### config.mk
export PLATFORM = sky130hd
export DESIGN_NAME = avmm_sram_ctrl
export DESIGN_NICKNAME = d
export VERILOG_FILES = /design/src/rtl/avmm_sram_ctrl.sv
export SDC_FILE = /design/constraint.sdc
export NUM_CORES = 1
export LEC_CHECK = 0
export CORE_MARGIN = 5
export CORE_UTILIZATION = 40
export DETAILED_ROUTE_END_ITERATION = 10
export HOLD_SLACK_MARGIN = 0.15
export PLACE_DENSITY = 0.75
export SYNTH_ARGS = -nofsm -noshare
export SYNTH_HDL_FRONTEND = slang
export SYNTH_SLANG_ARGS = --single-unit
### constraint.sdc
create_clock -name clk -period 2.75 [get_ports clk]
set_clock_uncertainty 0.2 [all_clocks]
set_input_delay 0.4125 -clock clk [delete_from_list [all_inputs] [get_ports clk]]
set_output_delay 0.4125 -clock clk [all_outputs]
set_load 0.03 [all_outputs]
### src/rtl/avmm_sram_ctrl.sv
// Avalon-MM slave bridging one non-pipelined read or write at a time onto a
// single-port synchronous SRAM, with saturating access counters and sticky error flags.
module avmm_sram_ctrl #(
  parameter int SRAM_AW     = 16,
  parameter int RD_LAT      = 2,
  parameter int WAIT_STATES = 1,
  parameter int CNT_W       = 16
) (
  input  logic               clk,
  input  logic               reset,
  input  logic               avs_s0_chipselect,
  input  logic [31:0]        avs_s0_address,
  input  logic               avs_s0_read,
  input  logic               avs_s0_write,
  input  logic [31:0]        avs_s0_writedata,
  input  logic [3:0]         avs_s0_byteenable,
  output logic [31:0]        avs_s0_readdata,
  output logic               avs_s0_readdatavalid,
  output logic               avs_s0_waitrequest,
  output logic               sram_ce,
  output logic               sram_we,
  output logic [SRAM_AW-1:0] sram_addr,
  output logic [31:0]        sram_wdata,
  output logic [3:0]         sram_be,
  input  logic [31:0]        sram_rdata,
  output logic [CNT_W-1:0]   wr_count,
  output logic [CNT_W-1:0]   rd_count,
  output logic               range_err,
  output logic               protocol_err
);

  localparam int TW = 8;

  typedef enum logic [1:0] {S_IDLE, S_WR, S_RD, S_ACK} state_e;

  state_e             state_q, state_d;
  logic [TW-1:0]      cnt_q;
  logic               op_wr_q;
  logic               strobe_q;
  logic [SRAM_AW-1:0] addr_q;
  logic [31:0]        wdata_q;
  logic [3:0]         be_q;
  logic               ce_q, we_q;
  logic [31:0]        rdata_q;
  logic [CNT_W-1:0]   wr_cnt_q, rd_cnt_q;
  logic               range_err_q, proto_err_q;

  logic accept, in_range, do_strobe, cnt_zero;
  logic unused_addr_bits;

  assign accept    = avs_s0_chipselect && (avs_s0_read || avs_s0_write);
  assign in_range  = (avs_s0_address[31:SRAM_AW+2] == '0);
  // A write with no enabled byte lanes keeps full timing but never touches the SRAM.
  assign do_strobe = in_range && (!avs_s0_write || (avs_s0_byteenable != 4'b0000));
  assign cnt_zero  = (cnt_q == '0);
  assign unused_addr_bits = ^avs_s0_address[1:0];

  always_ff @(posedge clk or negedge reset) begin
    if (!reset) state_q <= S_IDLE;
    else        state_q <= state_d;
  end

  always_comb begin
    state_d = state_q;
    case (state_q)
      S_IDLE:     if (accept) state_d = avs_s0_write ? S_WR : S_RD;
      S_WR, S_RD: if (cnt_zero) state_d = S_ACK;
      S_ACK:      state_d = S_IDLE;
      default:    state_d = S_IDLE;
    endcase
  end

  always_comb begin
    avs_s0_waitrequest   = (state_q != S_ACK);
    avs_s0_readdatavalid = (state_q == S_ACK) && !op_wr_q;
  end

  always_ff @(posedge clk or negedge reset) begin
    if (!reset) begin
      cnt_q       <= '0;
      op_wr_q     <= 1'b0;
      strobe_q    <= 1'b0;
      addr_q      <= '0;
      wdata_q     <= '0;
      be_q        <= '0;
      ce_q        <= 1'b0;
      we_q        <= 1'b0;
      rdata_q     <= '0;
      wr_cnt_q    <= '0;
      rd_cnt_q    <= '0;
      range_err_q <= 1'b0;
      proto_err_q <= 1'b0;
    end else begin
      ce_q <= 1'b0;
      we_q <= 1'b0;
      case (state_q)
        S_IDLE: begin
          if (accept) begin
            op_wr_q  <= avs_s0_write;
            strobe_q <= do_strobe;
            addr_q   <= avs_s0_address[SRAM_AW+1:2];
            wdata_q  <= avs_s0_writedata;
            be_q     <= avs_s0_byteenable;
            ce_q     <= do_strobe;
            we_q     <= do_strobe && avs_s0_write;
            cnt_q    <= avs_s0_write ? TW'(WAIT_STATES) : TW'(RD_LAT);
            if (!in_range) range_err_q <= 1'b1;
            if (avs_s0_read && avs_s0_write) proto_err_q <= 1'b1;
          end
        end
        S_WR, S_RD: begin
          if (!cnt_zero) begin
            cnt_q <= cnt_q - 1'b1;
          end else begin
            // An unstrobed read (out of range) returns zero rather than stale SRAM output.
            if (state_q == S_RD) rdata_q <= strobe_q ? sram_rdata : 32'h0;
            if (strobe_q && op_wr_q && (wr_cnt_q != {CNT_W{1'b1}})) wr_cnt_q <= wr_cnt_q + 1'b1;
            if (strobe_q && !op_wr_q && (rd_cnt_q != {CNT_W{1'b1}})) rd_cnt_q <= rd_cnt_q + 1'b1;
          end
        end
        default: ;
      endcase
    end
  end

  assign avs_s0_readdata = rdata_q;
  assign sram_ce         = ce_q;
  assign sram_we         = we_q;
  assign sram_addr       = addr_q;
  assign sram_wdata      = wdata_q;
  assign sram_be         = be_q;
  assign wr_count        = wr_cnt_q;
  assign rd_count        = rd_cnt_q;
  assign range_err       = range_err_q;
  assign protocol_err    = proto_err_q;

endmodule

==> impl_metrics.json <==
{
  "status": "finished, final reports clean",
  "fin_nets": 930,
  "drive_above_1_share_pct": 5.90,
  "fillerInstances": 1141,
  "synth_warnings": 0,
  "wl_per_cell_um": 15.0,
  "synth_commonest_cells": "nand2_1, dfrtp_1, o21ai_0",
  "drtIter0Drc": 227,
  "end_kind": "register",
  "yosysMostFrequentCell": "nand2_1",
  "finalWorstSetupSlack_ns": 0.292,
  "rsz0062_at_grt": "false",
  "syn_inst": 587,
  "internal_power_mw": 5.61,
  "dp_slack_ns": 0.274,
  "synth_seq_area_share_pct": 59.5,
  "netlist_top_cells_area": "dfrtp_1, nand2_1, xnor2_1, o21ai_0, nand4_1",
  "cts_setup_buffers": 0,
  "p_per_area_nw_per_um2": 1050,
  "r2r-end": "rd_count[14]",
  "ys_async_sr_fraction_pct": 100,
  "antenna_found_initial": 0,
  "cts_resized": 0,
  "clk_latency_ns": 0.40,
  "via_per_inst": 4.85,
  "gp_congestion": 0.797,
  "holdBufCountCts": 1,
  "min_path_cells": 1,
  "die_x_um": 128,
  "area_growth_pct": 55.9,
  "setup_violations": 0,
  "cp_common_cell": "and4bb_1",
  "synth.largest_area_cell": "dfrtp_1",
  "max_slew.worst_pin.slew_ns": 0.724,
  "h-tree-depth": 4,
  "hold_path_class": "register to register",
  "die_y_um": 128,
  "p_sw_mw": 3.48,
  "leakage_nw": 3.93,
  "hold-path-endpoint": "range_err",
  "grt_pass1_vias": 5060,
  "drv_slew": 0,
  "hpwl_um": 11000,
  "ios": 227,
  "yosys_most_used_dff": "dfrtp_1",
  "vias": 4900,
  "crit_family": "simple AND/OR/NAND/NOR gates",
  "max_freq_mhz": 407,
  "vdd_drop_max_uv": 640,
  "total_power_mw": 9.09,
  "setup_tns_ns": 0,
  "synth_area_um2": 5550,
  "postRouteAntennaNets": 0,
  "holdCritStartpoint": "range_err",
  "coreArea_um2": 13800,
  "worst_ep_required_time_ns": 2.88,
  "cts_tree": "yes",
  "hold_violations": 0,
  "pwr-share-seq_pct": 32.9,
  "critPathKind": "register to register",
  "grt_first_pass_wirelength_um": 24800,
  "crit_slowest_cell": "or4_1",
  "slew_headroom_pct": 51.8,
  "drc": 0,
  "slowest_delay_ns": 0.60,
  "grt-ovfl-total": 0,
  "cts.clk_slew.worst_paths_ns": 0.06,
  "period_minus_slack_ns": 2.46,
  "first_pass_iters": 4,
  "antenna_cells": 0,
  "critPathBufInv": 1,
  "start_util_pct": 40.3,
  "grt_usage_pct": 18.9,
  "worst_r2r_startpoint": "state_q[1]",
  "root_buffer": "clkbuf_16",
  "cts_buffer_depth": 2,
  "cp.arrival_ns": 2.59,
  "post-route-period-util_pct": 89.4,
  "rrSetupSlack_ns": 0.29,
  "synth.ff_latch_count": 132,
  "grt_max_degree": 133,
  "syn-num-nets": 699,
  "synth-edff-count": 0,
  "io_buffers": 224,
  "pwr-share-clk_pct": 24.7,
  "swShare_pct": 38.3,
  "postSynthAreaPerCell_um2": 9.46,
  "timing.critical_path.cells": "inv_1 -> ha_1 -> and4bb_1 -> nand3_1 -> or4_1 -> and4bb_1 -> xor2_1",
  "rows": 43,
  "worstRegToRegCells": 7,
  "wl_um": 15200,
  "synth_cell_types": 37,
  "clkSinkCount": 132,
  "dieArea_um2": 16300,
  "drv_cap": 0,
  "yosysTopAreaCellShare_pct": 59.5,
  "crit_fanout": 4,
  "pwr-share-comb_pct": 42.4,
  "cts_buffers": 17,
  "critPathLaunchType": "register"
}
## logic make-up (layout without fill, tap and decap cells)
group / count (synthesis) / in the layout / share of synthesized area, %
and+or+nand+nor: 320 / 320 / 24.5
DFF: 132 / 132 / 59.5
AOI/OAI and AO/OA: 57 / 57 / 6.08
buffers and inverters: 34 / 278 / 2.32
xor gates and xnor gates: 33 / 33 / 5.21
adders and majority gates: 7 / 7 / 1.58
muxes: 4 / 4 / 0.789
## through the flow
step / cell area (um2) / cells / hold WS (ns) / util [%]
5_1_grt: 8650 / 1011 / 0.291 / 62.8
4_1_cts: 8650 / 1011 / 0.259 / 62.8
6_report: 8650 / 1011 / 0.257 / 62.8
3_3_place_gp: 8050 / 978 / 0.244 / 58.4
2_1_floorplan: 5550 / 587 / -0.0831 / -
3_5_place_dp: 8050 / 978 / 0.258 / 58.4
## power groups by stage
stage	Combinational, mW	Clock (mW)	Sequential (mW)
finish	3.85	2.25	2.99
floorplan	1.02	0	4.10
detailed placement	3.89	0	3.01
CTS	3.90	2.29	3.00
global placement	3.81	0	2.98
global route	4.15	2.39	3.09
## how the worst max path moves through the flow
stage                           start            to  slack, ns  cells past startpoint
global route               state_q[0]      cnt_q[3]       0.17                      8
floorplan                  state_q[1]  rd_count[14]       0.40                      7
global placement           state_q[1]  rd_count[14]       0.40                      7
finish                     state_q[1]  rd_count[14]       0.29                      7
detailed placement  avs_s0_chipselect      cnt_q[6]       0.27                      6
CTS                        state_q[1]  rd_count[14]       0.30                      7
## sequential cells by signal, summed over array words and instances, names as in the netlist, 2 cells and up
name and flops:
avs_s0_readdata 32, rd_count 16, state_q 2, cnt_q 8
sram_be 4, sram_wdata 32, wr_count 16, sram_addr 16
## per-layer routing
| layer | GRT usage, % | up-vias | share of wire, % |
|---|---|---|---|
| li1 | - | 2384 | - |
| met1 | 21.6 | 2305 | 38 |
| met2 | 32.2 | 190 | 50 |
| met3 | 7.88 | 21 | 10 |
| met4 | 6.12 | 0 | 1.7 |
| met5 | 0 | - | 0 |
## cell usage in the layout, fill, tap and decap left out, types with 5 or more instances in the layout
cell | netlist | routed
a21oi_1 | 5 | 5
and3_1 | 6 | 6
buf_4 | 0 | 12
clkbuf_16 | 0 | 17
clkbuf_8 | 0 | 5
clkdlybuf4s50_1 | 0 | 223
clkinv_2 | 0 | 5
dfrtp_1 | 132 | 132
ha_1 | 7 | 7
inv_1 | 8 | 8
nand2_1 | 236 | 236
nand3_1 | 19 | 18
nand4_1 | 16 | 16
nor2_1 | 21 | 21
nor3_1 | 5 | 5
nor4_1 | 6 | 6
o21ai_0 | 26 | 26
o21ai_1 | 10 | 10
xnor2_1 | 24 | 24
xor2_1 | 9 | 9
## cell type report
| class | instances | area (um2) | area share, % |
|---|---|---|---|
| clock buffer | 23 | 498 | 5.75 |
| clock inverter | 9 | 100 | 1.16 |
| inverter | 8 | 30.0 | 0.347 |
| multi-input combinational | 421 | 2130 | 24.6 |
| sequential | 132 | 3300 | 38.2 |
| tap | 180 | 225 | 2.60 |
| timing repair buffer | 238 | 2370 | 27.4 |
No activity file was read; power rests on OpenSTA's default activity.
